[config.mk]
export PLATFORM = sky130hd
export DESIGN_NAME = instruction_fetch
export DESIGN_NICKNAME = d
export VERILOG_FILES = /design/src/rtl/nekov_pkg.sv /design/src/rtl/instruction_fetch.sv
export SDC_FILE = /design/constraint.sdc
export NUM_CORES = 1
export LEC_CHECK = 0
export CORE_ASPECT_RATIO = 1.25
export CORE_MARGIN = 2
export CORE_UTILIZATION = 39
export CTS_CLUSTER_SIZE = 12
export DETAILED_ROUTE_END_ITERATION = 8
export PLACE_DENSITY = 0.76
export SETUP_SLACK_MARGIN = 0.2
export SLEW_MARGIN = 20
export SYNTH_ARGS = -nofsm -noshare
export SYNTH_HDL_FRONTEND = slang
export SYNTH_SLANG_ARGS = --single-unit
export TNS_END_PERCENT = 5
[constraint.sdc]
create_clock -name clk -period 1.7 [get_ports clk]
set_input_delay 0.17 -clock clk [delete_from_list [all_inputs] [get_ports clk]]
set_output_delay 0.17 -clock clk [all_outputs]
set_load 0.01 [all_outputs]
[src/rtl/nekov_pkg.sv]
// Shared definitions for the nekov core front end: datapath width, the NOP encoding
// and the instruction-fetch FSM state type.
package nekov_pkg;

  localparam int unsigned XLEN = 32;

  localparam logic [31:0] NOP_INSTR = 32'h0000_0013;

  typedef enum logic [1:0] {IDLE, REQ, WAIT, VALID} ifetch_state_t;

endpackage

[src/rtl/instruction_fetch.sv]
// Instruction fetch: reads the PC, issues one memory request at a time and holds the
// returned word for decode. IFETCH_MISALIGN_TRAP_EN enables the misaligned-fetch fault.
module instruction_fetch #(
  parameter int unsigned    XLEN        = nekov_pkg::XLEN,
  parameter logic [XLEN-1:0] RESET_INSTR = nekov_pkg::NOP_INSTR
) (
  input  logic            clk,
  input  logic            reset,
  input  logic            fetch_en,
  input  logic [XLEN-1:0] pc,
  output logic            pc_count,
  input  logic            flush,
  output logic            imem_req,
  output logic [XLEN-1:0] imem_addr,
  input  logic            imem_gnt,
  input  logic            imem_rvalid,
  input  logic [XLEN-1:0] imem_rdata,
  output logic            instr_valid,
  output logic [XLEN-1:0] instr_data,
  output logic [XLEN-1:0] instr_pc,
  input  logic            decode_ready,
  output logic            fetch_fault
);
  import nekov_pkg::*;

  ifetch_state_t   state_q, state_d;
  logic            discard_q, discard_d;
  logic            fault_q, fault_d;
  logic [XLEN-1:0] data_q, data_d;
  logic [XLEN-1:0] pc_q, pc_d;
  logic [XLEN-1:0] req_pc_q, req_pc_d;
  logic            misaligned;

`ifdef IFETCH_MISALIGN_TRAP_EN
  assign misaligned = |pc[1:0];
  assign imem_addr  = pc;
`else
  assign misaligned = 1'b0;
  assign imem_addr  = {pc[XLEN-1:2], 2'b00};
`endif

  always_ff @(posedge clk or negedge reset) begin
    if (!reset) begin
      state_q <= IDLE;
    end else begin
      state_q <= state_d;
    end
  end

  always_ff @(posedge clk or negedge reset) begin
    if (!reset) begin
      discard_q <= 1'b0;
      fault_q   <= 1'b0;
      data_q    <= RESET_INSTR;
      pc_q      <= '0;
      req_pc_q  <= '0;
    end else begin
      discard_q <= discard_d;
      fault_q   <= fault_d;
      data_q    <= data_d;
      pc_q      <= pc_d;
      req_pc_q  <= req_pc_d;
    end
  end

  always_comb begin
    state_d   = state_q;
    discard_d = discard_q;
    fault_d   = fault_q;
    data_d    = data_q;
    pc_d      = pc_q;
    req_pc_d  = req_pc_q;
    unique case (state_q)
      IDLE: begin
        if (fetch_en) state_d = REQ;
      end
      REQ: begin
        if (misaligned) begin
          // A flush rewrites the PC this cycle, so the fault is re-evaluated next cycle.
          if (!flush) begin
            state_d = VALID;
            fault_d = 1'b1;
            data_d  = RESET_INSTR;
            pc_d    = pc;
          end
        end else if (imem_gnt) begin
          state_d   = WAIT;
          req_pc_d  = pc;
          discard_d = flush;
        end
      end
      WAIT: begin
        if (imem_rvalid) begin
          if (discard_q || flush) begin
            discard_d = 1'b0;
            state_d   = fetch_en ? REQ : IDLE;
          end else begin
            data_d  = imem_rdata;
            pc_d    = req_pc_q;
            state_d = VALID;
          end
        end else if (flush) begin
          discard_d = 1'b1;
        end
      end
      VALID: begin
        if (flush) begin
          state_d = REQ;
          fault_d = 1'b0;
        end else if (decode_ready) begin
          state_d = fetch_en ? REQ : IDLE;
          fault_d = 1'b0;
        end
      end
      default: state_d = IDLE;
    endcase
  end

  always_comb begin
    imem_req    = (state_q == REQ) && !misaligned;
    pc_count    = imem_req && imem_gnt && !flush;
    instr_valid = (state_q == VALID);
    instr_data  = instr_valid ? data_q : RESET_INSTR;
    instr_pc    = pc_q;
`ifdef IFETCH_MISALIGN_TRAP_EN
    fetch_fault = instr_valid && fault_q;
`else
    fetch_fault = 1'b0;
`endif
  end

endmodule

Word level (Yosys, flattened, before mapping)
Index checks and enable logic that the tools add are counted.
{"block": "totals", "inputBits": 71, "output_inout_bits": 100, "register_bits": 99, "wordCells": 39}
{"block": "classes", "n_eq_ne": 9, "muxes": 14, "reduce_logical": 10, "n_bitwise": 1}
{"operator": "32-bit two-way mux", "n": 1}
{"operator": "2-bit two-way mux", "n": 6}
{"operator": "2-bit one-hot mux with 4 select lines", "n": 1}
{"operator": "4-bit AND reduction", "n": 2}
{"operator": "3-bit inequality test, second input constant", "n": 2}
{"operator": "1-bit two-way mux", "n": 5}
{"operator": "2-bit equality test, second input constant", "n": 2}
{"operator": "2-bit inequality test, second input constant", "n": 2}
{"operator": "3-bit by 2-bit inequality test with 1-bit output, second input constant", "n": 1}
{"operator": "3-bit AND reduction", "n": 1}
{"operator": "2-bit by 1-bit equality test with 1-bit output, second input constant", "n": 1}
{"operator": "1-bit logical AND", "n": 2}
{"operator": "2-bit zero test", "n": 1}
{"operator": "2-bit by 1-bit inequality test with 1-bit output, second input constant", "n": 1}
{"operator": "1-bit one-hot mux with 2 select lines", "n": 1}
{"operator": "2-bit AND reduction", "n": 1}
{"operator": "2-bit nonzero test", "n": 1}
{"operator": "1-bit zero test", "n": 1}
{"operator": "1-bit logical OR", "n": 1}
{"operator": "1-bit inverter", "n": 1}

Depth between registers and ports, before layout
{"block": "logic_depth", "word_depth": 4, "mapped_depth": 6, "ltp_nobuf": 6}

Least setup slack after synthesis
No wires, ideal clock.
{"block": "synth_timing", "kind": "register to register", "from": "register state_q[0]", "to": "register data_q[10]", "path_stages_with_launch": 7, "t_arrival_ps": 1723, "required_time_ps": 1575, "synth_period_minus_slack_ps": 1848, "setup_slack_ps": -148, "setup_ps": 125, "n_path_buf": 1, "path_cell_list": "dfrtp_1 -> inv_1 -> ha_1 -> nand2_1 -> nor3_4 -> buf_6 -> mux2_2"}
{"block": "synth_between", "elab_chain_cells": 2}
{"element": "from (decl)", "line_no": "instruction_fetch.sv:26", "rtl": "ifetch_state_t state_q, state_d;"}
{"element": "from (signal assigned)", "line_no": "instruction_fetch.sv:46", "rtl": "state_q <= state_d;"}
{"element": "2-bit equality test", "line_no": "instruction_fetch.sv:73", "rtl": "unique case (state_q)"}
{"element": "3-bit AND reduction (no source line)"}
{"element": "to (signal assigned)", "line_no": "instruction_fetch.sv:60", "rtl": "data_q <= data_d;"}
{"element": "to (decl)", "line_no": "instruction_fetch.sv:29", "rtl": "logic [XLEN-1:0] data_q, data_d;"}
No other way between the ends.
A chain may end at the register's enable or synchronous reset.

Final worst setup path
{"block": "layout_timing", "from": "register state_q[0]", "to": "register pc_q[27] (netlist: instr_pc[27])"}
{"block": "layout_between", "elab_chain_cells": 2}
{"element": "2-bit equality test", "line_no": "instruction_fetch.sv:73"}
{"element": "3-bit AND reduction (no source line)"}
{"element": "to (signal assigned)", "line_no": "instruction_fetch.sv:61", "rtl": "pc_q <= pc_d;"}
{"element": "to (decl)", "line_no": "instruction_fetch.sv:30", "rtl": "logic [XLEN-1:0] pc_q, pc_d;"}
No other way between the ends.

==> reports/metrics.json <==
{
  "status": {
    "outcome": "finished with violations",
    "violations_in_the_final_reports": "negative setup slack"
  },
  "cells_and_area": {
    "finalInstanceArea_um2": 6950,
    "nNetsFinal": 548,
    "syn_to_layout_area_delta_pct": 60.6,
    "fin_cells": 610,
    "final_layout_size_suffix_gt1_frac": 0.436,
    "num_antenna_cells": 0,
    "fill_count": 850
  },
  "logic_synthesis": {
    "postSynthAreaPerCell_um2": 14.3,
    "yosys_register_bits": 99,
    "synthesis.instances": 302,
    "synth_warnings": 0,
    "seq_area_frac_synth": 0.573,
    "synth.distinct_cells": 22,
    "synthesis.area_um2": 4330
  },
  "worst_setup_path": {
    "timing.critical_path.cells": "buf_6 -> inv_4 -> ha_4 -> nand2_4 -> nor3_4 -> buf_12 -> clkbuf_16 -> mux2_2",
    "critPathCaptureType": "flop",
    "crit_slowest_cell": "sky130_fd_sc_hd__dfrtp_1",
    "critical_path.startpoint_type": "flop",
    "timing.critical_path.arrival_ps": 2040,
    "setup.worst_path.class": "flop to flop",
    "worstPathMaxFanout": 8,
    "cp.required_ps": 1940,
    "max_stage_delay_ps": 410
  },
  "clock_tree": {
    "clockRootBuffer": "sky130_fd_sc_hd__clkbuf_16",
    "cts_buffer_depth": 2,
    "clkSinkCount": 99,
    "ctsHtreeMaxLevel": 3,
    "cts.reportedPaths.clkPinSlew_ps": 70,
    "clk_latency_ps": 340,
    "clock_buffers_created_by_tritoncts": 9,
    "tritoncts": "built"
  },
  "sta": {
    "finalClockSkew_ps": 12.1,
    "post-route-period-util": 1.06,
    "finalHoldViolations": 0,
    "finalWorstPathRequiredPeriod_ps": 1810,
    "finalSetupViolations": 93,
    "final_worst_path_setup_slack_ps": -108,
    "rsz0062_at_grt": "true",
    "drv_slew": 0,
    "fmax_mhz": 553
  },
  "power": {
    "intPower_uw": 8360,
    "power.clock.fraction": 0.177,
    "max-vdd-ir-drop_v": 0.000884,
    "sequentialPowerShare": 0.356,
    "switching_fraction_of_total_power": 0.297,
    "design_power_total_uw": 11900,
    "cellPowerDensity_nw_per_um2": 1710,
    "p_sw_uw": 3540,
    "pwr-share-comb": 0.467,
    "leakage_uw": 0.00319
  },
  "run": {
    "drv_cap": 0
  },
  "placement": {
    "gpl.final_weighted_congestion": 0.815,
    "place_hpwl_mm": 6.65,
    "place_area_um2": 6000,
    "port_buffers": 167,
    "place_inst": 576
  },
  "detailed_routing": {
    "wl_mm": 10.9,
    "ant_nets": 0,
    "firstDrtPassIters": 4,
    "drt_drc_violations_left": 0,
    "detailedRoute.firstIterationViolations": 118,
    "wl_per_cell_um": 17.8,
    "num_vias": 2893,
    "via_per_instance_ratio": 4.74
  },
  "grt": {
    "gr-usage-all-layers": 0.164,
    "globalRouteOverflowTotal": 0,
    "antenna_found_initial": 0,
    "grt_first_pass_wirelength_mm": 15.4,
    "grt_max_degree": 51,
    "first_global_vias": 3009
  },
  "floorplan": {
    "chipHeight_um": 122,
    "design.die.area_um2": 12000,
    "floorplan.io_pins": 171,
    "initial_core_utilization": 0.394,
    "dieWidth_um": 98.2,
    "core_area_um2": 11000,
    "rows": 43
  },
  "worst_hold_path": {
    "hp-class": "input port to asynchronous set/reset pin"
  }
}
[stage by stage]
step / setup slack, ps / util / TNS [ps] / hold WS, ps
finish: -108 / 0.633 / -6690 / 311
global route: -180 / 0.633 / -13700 / 353
CTS: -67.6 / 0.592 / -2020 / 322
detailed placement: -166 / 0.547 / -12040 / 152
global placement: -149 / 0.547 / -9860 / 142
floorplan: -97.4 / - / -5600 / -126
[synth_stat cells]
| library cell | instances | area (um^2) |
|---|---|---|
| sky130_fd_sc_hd__a221oi_1 | 1 | 8.76 |
| sky130_fd_sc_hd__dfrtp_1 | 96 | 2400 |
| sky130_fd_sc_hd__o21ai_0 | 2 | 10.0 |
| sky130_fd_sc_hd__ha_1 | 7 | 87.6 |
| sky130_fd_sc_hd__a21oi_1 | 1 | 5.00 |
| sky130_fd_sc_hd__mux2_1 | 5 | 56.3 |
| sky130_fd_sc_hd__inv_1 | 3 | 11.3 |
| sky130_fd_sc_hd__nor3_4 | 1 | 16.3 |
| sky130_fd_sc_hd__nand2b_1 | 5 | 31.3 |
| sky130_fd_sc_hd__buf_6 | 6 | 67.6 |
| sky130_fd_sc_hd__dfstp_2 | 3 | 78.8 |
| sky130_fd_sc_hd__conb_1 | 1 | 3.75 |
| sky130_fd_sc_hd__and2_1 | 29 | 181 |
| sky130_fd_sc_hd__buf_4 | 33 | 248 |
| sky130_fd_sc_hd__o2111a_1 | 1 | 11.3 |
| sky130_fd_sc_hd__buf_2 | 3 | 15.0 |
| sky130_fd_sc_hd__nor2_1 | 3 | 11.3 |
| sky130_fd_sc_hd__a31oi_1 | 4 | 25.0 |
| sky130_fd_sc_hd__mux2_2 | 91 | 1020 |
| sky130_fd_sc_hd__clkbuf_1 | 3 | 11.3 |
| sky130_fd_sc_hd__or3b_2 | 1 | 8.76 |
| sky130_fd_sc_hd__nand2_1 | 3 | 11.3 |
[flip-flops by register name, summed over array words and instances, names as in the netlist]
register   flops
data_q        32
state_q        2
req_pc_q      32
discard_q      1
instr_pc      32
[path summary, 6_finish.rpt]
kind | startpoint | end | slack [ps] | cells past startpoint
hold / removal | reset | req_pc_q[27]$_DFFE_PN0P_ | 310 | 2
hold reg to reg | data_q[15]$_DFFE_PN0P_ | data_q[15]$_DFFE_PN0P_ | 490 | 1
min in group clk | imem_rdata[16] | data_q[16]$_DFFE_PN0P_ | 430 | 2
max in group asynchronous | reset | data_q[4]$_DFFE_PN1P_ | 720 | 3
setup reg to reg | state_q[0]$_DFFE_PN0P_ | instr_pc[27]$_DFFE_PN0P_ | -110 | 8
setup / recovery | state_q[0]$_DFFE_PN0P_ | instr_pc[27]$_DFFE_PN0P_ | -110 | 8
[critical path: cells and delay by family (launching register included)]
family | cells | cell delay (ps)
AND/OR/NAND/NOR | 2 | 270
flip-flops | 1 | 410
multiplexers | 1 | 320
buffers and inverters | 4 | 550
adder cells (fa/ha/maj) | 1 | 140
[logic make-up after synthesis]
group,after synthesis,synth area share
adders and majority gates,7,0.0202
other,1,0.000867
and+or+nand+nor,42,0.0602
DFF,99,0.573
muxes,96,0.250
buffers and inverters,48,0.0815
AOI/OAI and AO/OA,9,0.0139
[layout by cell type (no fill, tap or decap), types with 2 or more instances in the layout]
cell | netlist | layout
sky130_fd_sc_hd__clkdlybuf4s50_1 | 0 | 131
sky130_fd_sc_hd__dfrtp_1 | 96 | 95
sky130_fd_sc_hd__mux2_4 | 0 | 80
sky130_fd_sc_hd__buf_2 | 3 | 21
sky130_fd_sc_hd__and2_1 | 29 | 18
sky130_fd_sc_hd__buf_6 | 6 | 16
sky130_fd_sc_hd__buf_4 | 33 | 15
sky130_fd_sc_hd__mux2_2 | 91 | 13
sky130_fd_sc_hd__clkbuf_16 | 0 | 13
sky130_fd_sc_hd__and2_4 | 0 | 11
sky130_fd_sc_hd__buf_12 | 0 | 7
sky130_fd_sc_hd__a31oi_1 | 4 | 4
sky130_fd_sc_hd__nand2b_1 | 5 | 3
sky130_fd_sc_hd__nor2_1 | 3 | 3
sky130_fd_sc_hd__mux2_1 | 5 | 3
sky130_fd_sc_hd__ha_4 | 0 | 3
sky130_fd_sc_hd__conb_1 | 1 | 3
sky130_fd_sc_hd__clkinvlp_4 | 0 | 3
sky130_fd_sc_hd__buf_16 | 0 | 3
sky130_fd_sc_hd__dfstp_2 | 3 | 3
sky130_fd_sc_hd__nand2b_4 | 0 | 2
sky130_fd_sc_hd__nand2_4 | 0 | 2
sky130_fd_sc_hd__o21ai_0 | 2 | 2
sky130_fd_sc_hd__ha_1 | 7 | 2
sky130_fd_sc_hd__ha_2 | 0 | 2
sky130_fd_sc_hd__inv_8 | 0 | 2
[metal layers]
metal  GRT usage  up-vias  wire length (um)
met4      0.0599        0               149
met5           0        -                 0
met3      0.0499       11               678
met2       0.274      103              5490
li1            -     1335                 -
met1       0.203     1444              4550
[power by group through the flow]
stage / registers [uW] / clock network [uW] / logic (uW)
after CTS: 4160 / 2160 / 4760
after detailed placement: 4190 / 0 / 4320
after global placement: 4130 / 0 / 4200
after floorplan: 4220 / 0 / 2080
after global routing: 4380 / 2260 / 5930
final: 4240 / 2100 / 5560
[layout make-up]
cell class | count | area (um^2) | share of cell area
clock buffer | 9 | 225 | 0.0324
sequential | 99 | 2480 | 0.357
tap | 135 | 169 | 0.0243
inverter | 3 | 13.8 | 0.00198
clock inverter | 7 | 83.8 | 0.0121
multi-input combinational | 157 | 1910 | 0.274
timing repair buffer | 200 | 2070 | 0.298
[repair_timing]
item,CTS,global route
gates cloned,3,5
setup buffers,5,4
pin swaps,12,3
hold endpoints to repair,33,0
hold buffers,1,0
setup endpoints to repair,133,128
gates resized for setup,198,77
Note: power is estimated with default switching activity, not from simulation.
==> edit 1 (same settings) <==
Add a define of `IFETCH_MISALIGN_TRAP_EN`.
--- a/src/rtl/instruction_fetch.sv
+++ b/src/rtl/instruction_fetch.sv
@@ -1,5 +1,7 @@
 // Instruction fetch: reads the PC, issues one memory request at a time and holds the
 // returned word for decode. IFETCH_MISALIGN_TRAP_EN enables the misaligned-fetch fault.
+`define IFETCH_MISALIGN_TRAP_EN
+
 module instruction_fetch #(
   parameter int unsigned    XLEN        = nekov_pkg::XLEN,
   parameter logic [XLEN-1:0] RESET_INSTR = nekov_pkg::NOP_INSTR
Check against the original RTL: not equivalent (a bounded check fails within 4 cycles, from zero or initial values and one cycle with reset low).
==> edit 1 against the original RTL <==
The run still ends with negative setup slack left. Critical path depth is the same. Power shrank 3.5%. Worst setup slack improved by 78 ps. Core utilization down 2.7 points. Sequential share of layout area shrank 1.7 points. Die area up 12%. Design area increased by 6.0%. Synthesized area is 12% higher. Sequential cell count increased by 1. Count of clock-buffer cells in the layout unchanged. Synthesized cell count rose by 52%. Wire length is 19% higher. Critical endpoint is now instr_pc[13]. Largest power group unchanged.
==> edit 1: results (changes against the original RTL) <==
\begin{tabular}{lr}
\hline
Metric & Value \\
\hline
\multicolumn{2}{l}{\textbf{Synthesis}} \\
Top area cells in the synthesized netlist & sky130\_fd\_sc\_hd\_\_dfrtp\_1, sky130\_fd\_sc\_hd\_\_mux2i\_1, sky130\_fd\_sc\_hd\_\_mux2\_2 \\
Synth Area in Adders & 0 (-0.0202) \\
Compound-gate portion of the synthesized area & 0.0994 (+0.0855) \\
Mux contribution to synthesized area & 0.140 (-0.110) \\
Most frequent cells after synthesis & sky130\_fd\_sc\_hd\_\_dfrtp\_1, sky130\_fd\_sc\_hd\_\_nand2\_1, sky130\_fd\_sc\_hd\_\_o21ai\_0 \\
Sequential fraction of the synthesis area & 0.517 (-0.0563) \\
Average cell area after synthesis & 10.6 sq um (-26\%) \\
\multicolumn{2}{l}{\textbf{STA}} \\
Worst clock skew on the final layout & 7.60 ps (-4.46 ps) \\
Slack of the critical path & -30.1 ps (+78.3 ps) \\
Setup violators final & 30 (-68\%) \\
Final-layout worst hold slack & 318 ps (+6.68 ps) \\
Fin Setup TNS & -333 ps (+6350 ps) \\
\multicolumn{2}{l}{\textbf{Finish}} \\
Final Net Count & 689 (+26\%) \\
Share of post-route cells with drive strength above 1 & 0.329 (-0.107) \\
\multicolumn{2}{l}{\textbf{Placed design}} \\
Count of placed standard cells including taps & 753 (+31\%) \\
Final HPWL from detailed placement & 8180 um (+23\%) \\
\multicolumn{2}{l}{\textbf{Global routing}} \\
Wire length of the first global-routing pass & 19000 um (+23\%) \\
\multicolumn{2}{l}{\textbf{Route}} \\
Post-detailed-route wirelength per cell & 16.5 um (-7.5\%) \\
Via count & 3943 (+36\%) \\
Starting DRT DRC Count & 140 (+19\%) \\
Via count normalized by instance count & 5.01 (+5.6\%) \\
\multicolumn{2}{l}{\textbf{Worst setup path}} \\
FF-to-FF End & instr\_pc[13] \\
Worst path arrival time & 1960 ps (-80 ps) \\
\multicolumn{2}{l}{\textbf{Status}} \\
Violations in the final reports & negative setup slack \\
Result of the run & finished with violations \\
\hline
\end{tabular}
edit 1: what timing repair did:
action                                  4_1_cts  5_1_grt
cloned                                        0       13
hold buffers                                  1        0
pin swaps                                     1        9
setup buffers                                 2        2
resized for setup                            82      143
endpoints found under the setup margin      134      134
hold endpoints to repair                     27        0
edit 1: layout make-up:
cell class	count	area [sq um]	share of cell area
clock inverters	7	66.3	0.00900
flip-flops and latches	100	2510	0.340
clock buffers	9	225	0.0306
inverters	1	3.75	0.000510
multi-input cells	291	2070	0.281
repair buffers	215	2290	0.311
well taps	164	205	0.0279
edit 1: worst min path at each step:
stage | start | endpoint | cells past startpoint
after floorplan | reset | data_q[10] | 0
after global placement | reset | data_q[21] | 1
after detailed placement | reset | data_q[21] | 1
after CTS | reset | data_q[21] | 2
after global routing | reset | data_q[21] | 2
final | reset | data_q[12] | 2
edit 1: kinds of logic after synthesis:
family,Yosys count
AND/OR/NAND/NOR,148
flip-flops,100
multiplexers,64
AO/OA/AOI/OAI,78
buffers and inverters,68
edit 1: worst max-delay path: stages, from the launching register on:
cell and delay, ps:
sky130_fd_sc_hd__dfrtp_1 430, sky130_fd_sc_hd__buf_6 150, sky130_fd_sc_hd__nor4b_4 130, sky130_fd_sc_hd__buf_4 140, sky130_fd_sc_hd__a211o_4 340, sky130_fd_sc_hd__buf_12 160, sky130_fd_sc_hd__clkbuf_16 170, sky130_fd_sc_hd__nand2_1 60
sky130_fd_sc_hd__o21ai_1 50
edit 1: layer usage:
metal / GRT usage / wire [um] / vias up
li1: - / - / 1858
met1: 0.217 / 5640 / 1924
met2: 0.302 / 6460 / 144
met3: 0.0441 / 661 / 17
met4: 0.0644 / 197 / 0
met5: 0 / 0 / -
edit 1: power breakdown:
group          internal, uW  switching, uW  total, uW
Clock                  1140            884       2020
Sequential             3440            611       4050
Combinational          2990           2420       5410
edit 1: stage by stage:
stage               area [sq um]  total power, uW   util
floorplan                   4860             6540      -
global placement            6630             8430  0.545
detailed placement          6630             8600  0.545
CTS                         6970            10700  0.573
global route                7360            12200  0.606
finish                      7360            11500  0.606
==> edit 2 (config.mk and constraints unchanged) <==
Without the edit above. Make the reset (`reset`) synchronous in 2 clocked blocks.
--- a/src/rtl/instruction_fetch.sv
+++ b/src/rtl/instruction_fetch.sv
@@ -39,7 +39,7 @@
   assign imem_addr  = {pc[XLEN-1:2], 2'b00};
 `endif
 
-  always_ff @(posedge clk or negedge reset) begin
+  always_ff @(posedge clk) begin
     if (!reset) begin
       state_q <= IDLE;
     end else begin
@@ -47,7 +47,7 @@
     end
   end
 
-  always_ff @(posedge clk or negedge reset) begin
+  always_ff @(posedge clk) begin
     if (!reset) begin
       discard_q <= 1'b0;
       fault_q   <= 1'b0;
Function: differs if reset is asserted again (counterexample within 4 cycles, from zero or initial values and one cycle with reset low); with reset held inactive, the same outputs for 10 cycles.
==> edit 2 against the original RTL <==
Count of clock-buffer cells in the layout grew 3. Die area shrank 1.9%. Wire length down 0.79%. Global-route usage is 1.6 points higher. Non-clock buffer count down 12. Maximum frequency grew 19%. Sequential cell count unchanged. Hold slack got worse by 0.78 ps. Synthesized area decreased by 1.9%. Worst setup slack improved by 290 ps. Design area down 11%.
Power is not compared: it rests on default switching activity, and its combinational part moved more than twofold at a synthesized area within 25%.
==> edit 2: results (changes against the original RTL) <==
\begin{tabular}{lr}
\hline
Metric & Value \\
\hline
\multicolumn{2}{l}{\textbf{Synthesis}} \\
Most frequent cells after synthesis & sky130\_fd\_sc\_hd\_\_nand2\_1, sky130\_fd\_sc\_hd\_\_dfxtp\_1, sky130\_fd\_sc\_hd\_\_a21boi\_1 \\
Mux contribution to synthesized area & 0 (-0.250) \\
Count of mapped cells out of synthesis & 519 (+72\%) \\
Share of synthesized registers carrying an async set or reset & 0 (-1.00) \\
Compound-gate portion of the synthesized area & 0.175 (+0.161) \\
Cell type with the highest aggregate area in the netlist & sky130\_fd\_sc\_hd\_\_dfxtp\_1 \\
Unique cell type count in the Yosys netlist & 27 (+23\%) \\
Sequential fraction of the synthesis area & 0.467 (-0.106) \\
\multicolumn{2}{l}{\textbf{Global routing}} \\
Wire length of the first global-routing pass & 17300 um (+13\%) \\
Met3 Usage GRT & 0.0486 (-0.00136) \\
GR Util met2 & 0.319 (+0.0450) \\
Pin count of the biggest net entering global routing & 100 (+96\%) \\
Vias in the first global route & 3715 (+23\%) \\
\multicolumn{2}{l}{\textbf{Min path}} \\
Path type of the worst min-delay path & input port to flop \\
\multicolumn{2}{l}{\textbf{Placed design}} \\
Count of placed standard cells including taps & 763 (+32\%) \\
Placer Congestion & 0.786 (-3.6\%) \\
Post-detailed-placement cell area & 5830 sq um (-2.8\%) \\
Final HPWL from detailed placement & 7150 um (+7.6\%) \\
\multicolumn{2}{l}{\textbf{Finish}} \\
Filler Cell Count & 921 (+8.4\%) \\
Share of post-route cells with drive strength above 1 & 0.101 (-0.335) \\
Final Net Count & 719 (+31\%) \\
\multicolumn{2}{l}{\textbf{Route}} \\
Post-detailed-route wirelength per cell & 13.7 um (-23\%) \\
Starting DRT DRC Count & 187 (+58\%) \\
Via count & 3796 (+31\%) \\
\multicolumn{2}{l}{\textbf{Status}} \\
Result of the run & complete, no violations \\
\hline
\end{tabular}
## edit 2: changes by cell type in the layout (fill, tap and decap cells not counted), moves of 16 or more
cell | unedited run | this run
sky130_fd_sc_hd__and2_1 | 18 | 2
sky130_fd_sc_hd__dfrtp_1 | 95 | 0
sky130_fd_sc_hd__dfxtp_1 | 0 | 97
sky130_fd_sc_hd__nand2_1 | 1 | 195
sky130_fd_sc_hd__mux2_4 | 80 | 0
sky130_fd_sc_hd__and3_1 | 0 | 28
sky130_fd_sc_hd__a21boi_1 | 0 | 93
## edit 2: layout make-up
| class | instances | share of cell area |
|---|---|---|
| Clock buffer | 12 | 0.0400 |
| Sequential cell | 99 | 0.323 |
| Timing Repair Buffer | 188 | 0.309 |
| Tap cell | 132 | 0.0268 |
| Clock inverter | 4 | 0.00427 |
| Multi-Input combinational cell | 349 | 0.297 |
| Inverter | 1 | 0.000610 |
## edit 2: what timing repair did
action                                  in CTS  in global routing
buffers inserted                             3                  1
endpoints found under the setup margin      93                106
hold endpoints to repair                     0                  0
cloned                                       2                  0
gates resized for setup                     88                  9
pin swaps                                    1                  1
hold buffers                                 0                  0
## edit 2: final timing paths
kind | from | to | slack [ps] | cells after the start
worst max-delay path | state_q[1] | instr_data[9] | 180 | 4
worst min-delay path | reset | data_q[4] | 310 | 3
worst max register to register | state_q[0] | discard_q | 240 | 6
worst min register to register | data_q[10] | data_q[10] | 450 | 2
## edit 2: layer usage
layer,part of all wire,vias to the layer above
li1,-,1906
met3,0.055,4
met1,0.42,1768
met5,0,-
met2,0.52,118
met4,0.0068,0
## edit 2: report_power, final
| part | switching [uW] | internal [uW] |
|---|---|---|
| clock network | 820 | 1030 |
| logic | 251 | 359 |
| registers | 34.3 | 2370 |
## edit 2: stage by stage
stage,worst slack [ps],utilization
2_1_floorplan,387,-
3_3_place_gp,0.521,0.549
3_5_place_dp,19.0,0.549
4_1_cts,112,0.582
5_1_grt,116,0.580
6_report,177,0.580
## edit 2: cell families (layout without fill, tap and decap cells)
logic type | after synthesis | count (layout)
and+or+nand+nor | 247 | 247
AOI/OAI and AO/OA | 99 | 99
DFF | 99 | 99
buffers and inverters | 73 | 205
other | 1 | 3
## edit 2: critical path, stage by stage (launching register included)
cell and delay (ps):
sky130_fd_sc_hd__dfxtp_4 380, sky130_fd_sc_hd__buf_6 130, sky130_fd_sc_hd__buf_16 140, sky130_fd_sc_hd__and3_1 160, sky130_fd_sc_hd__clkdlybuf4s15_2 220
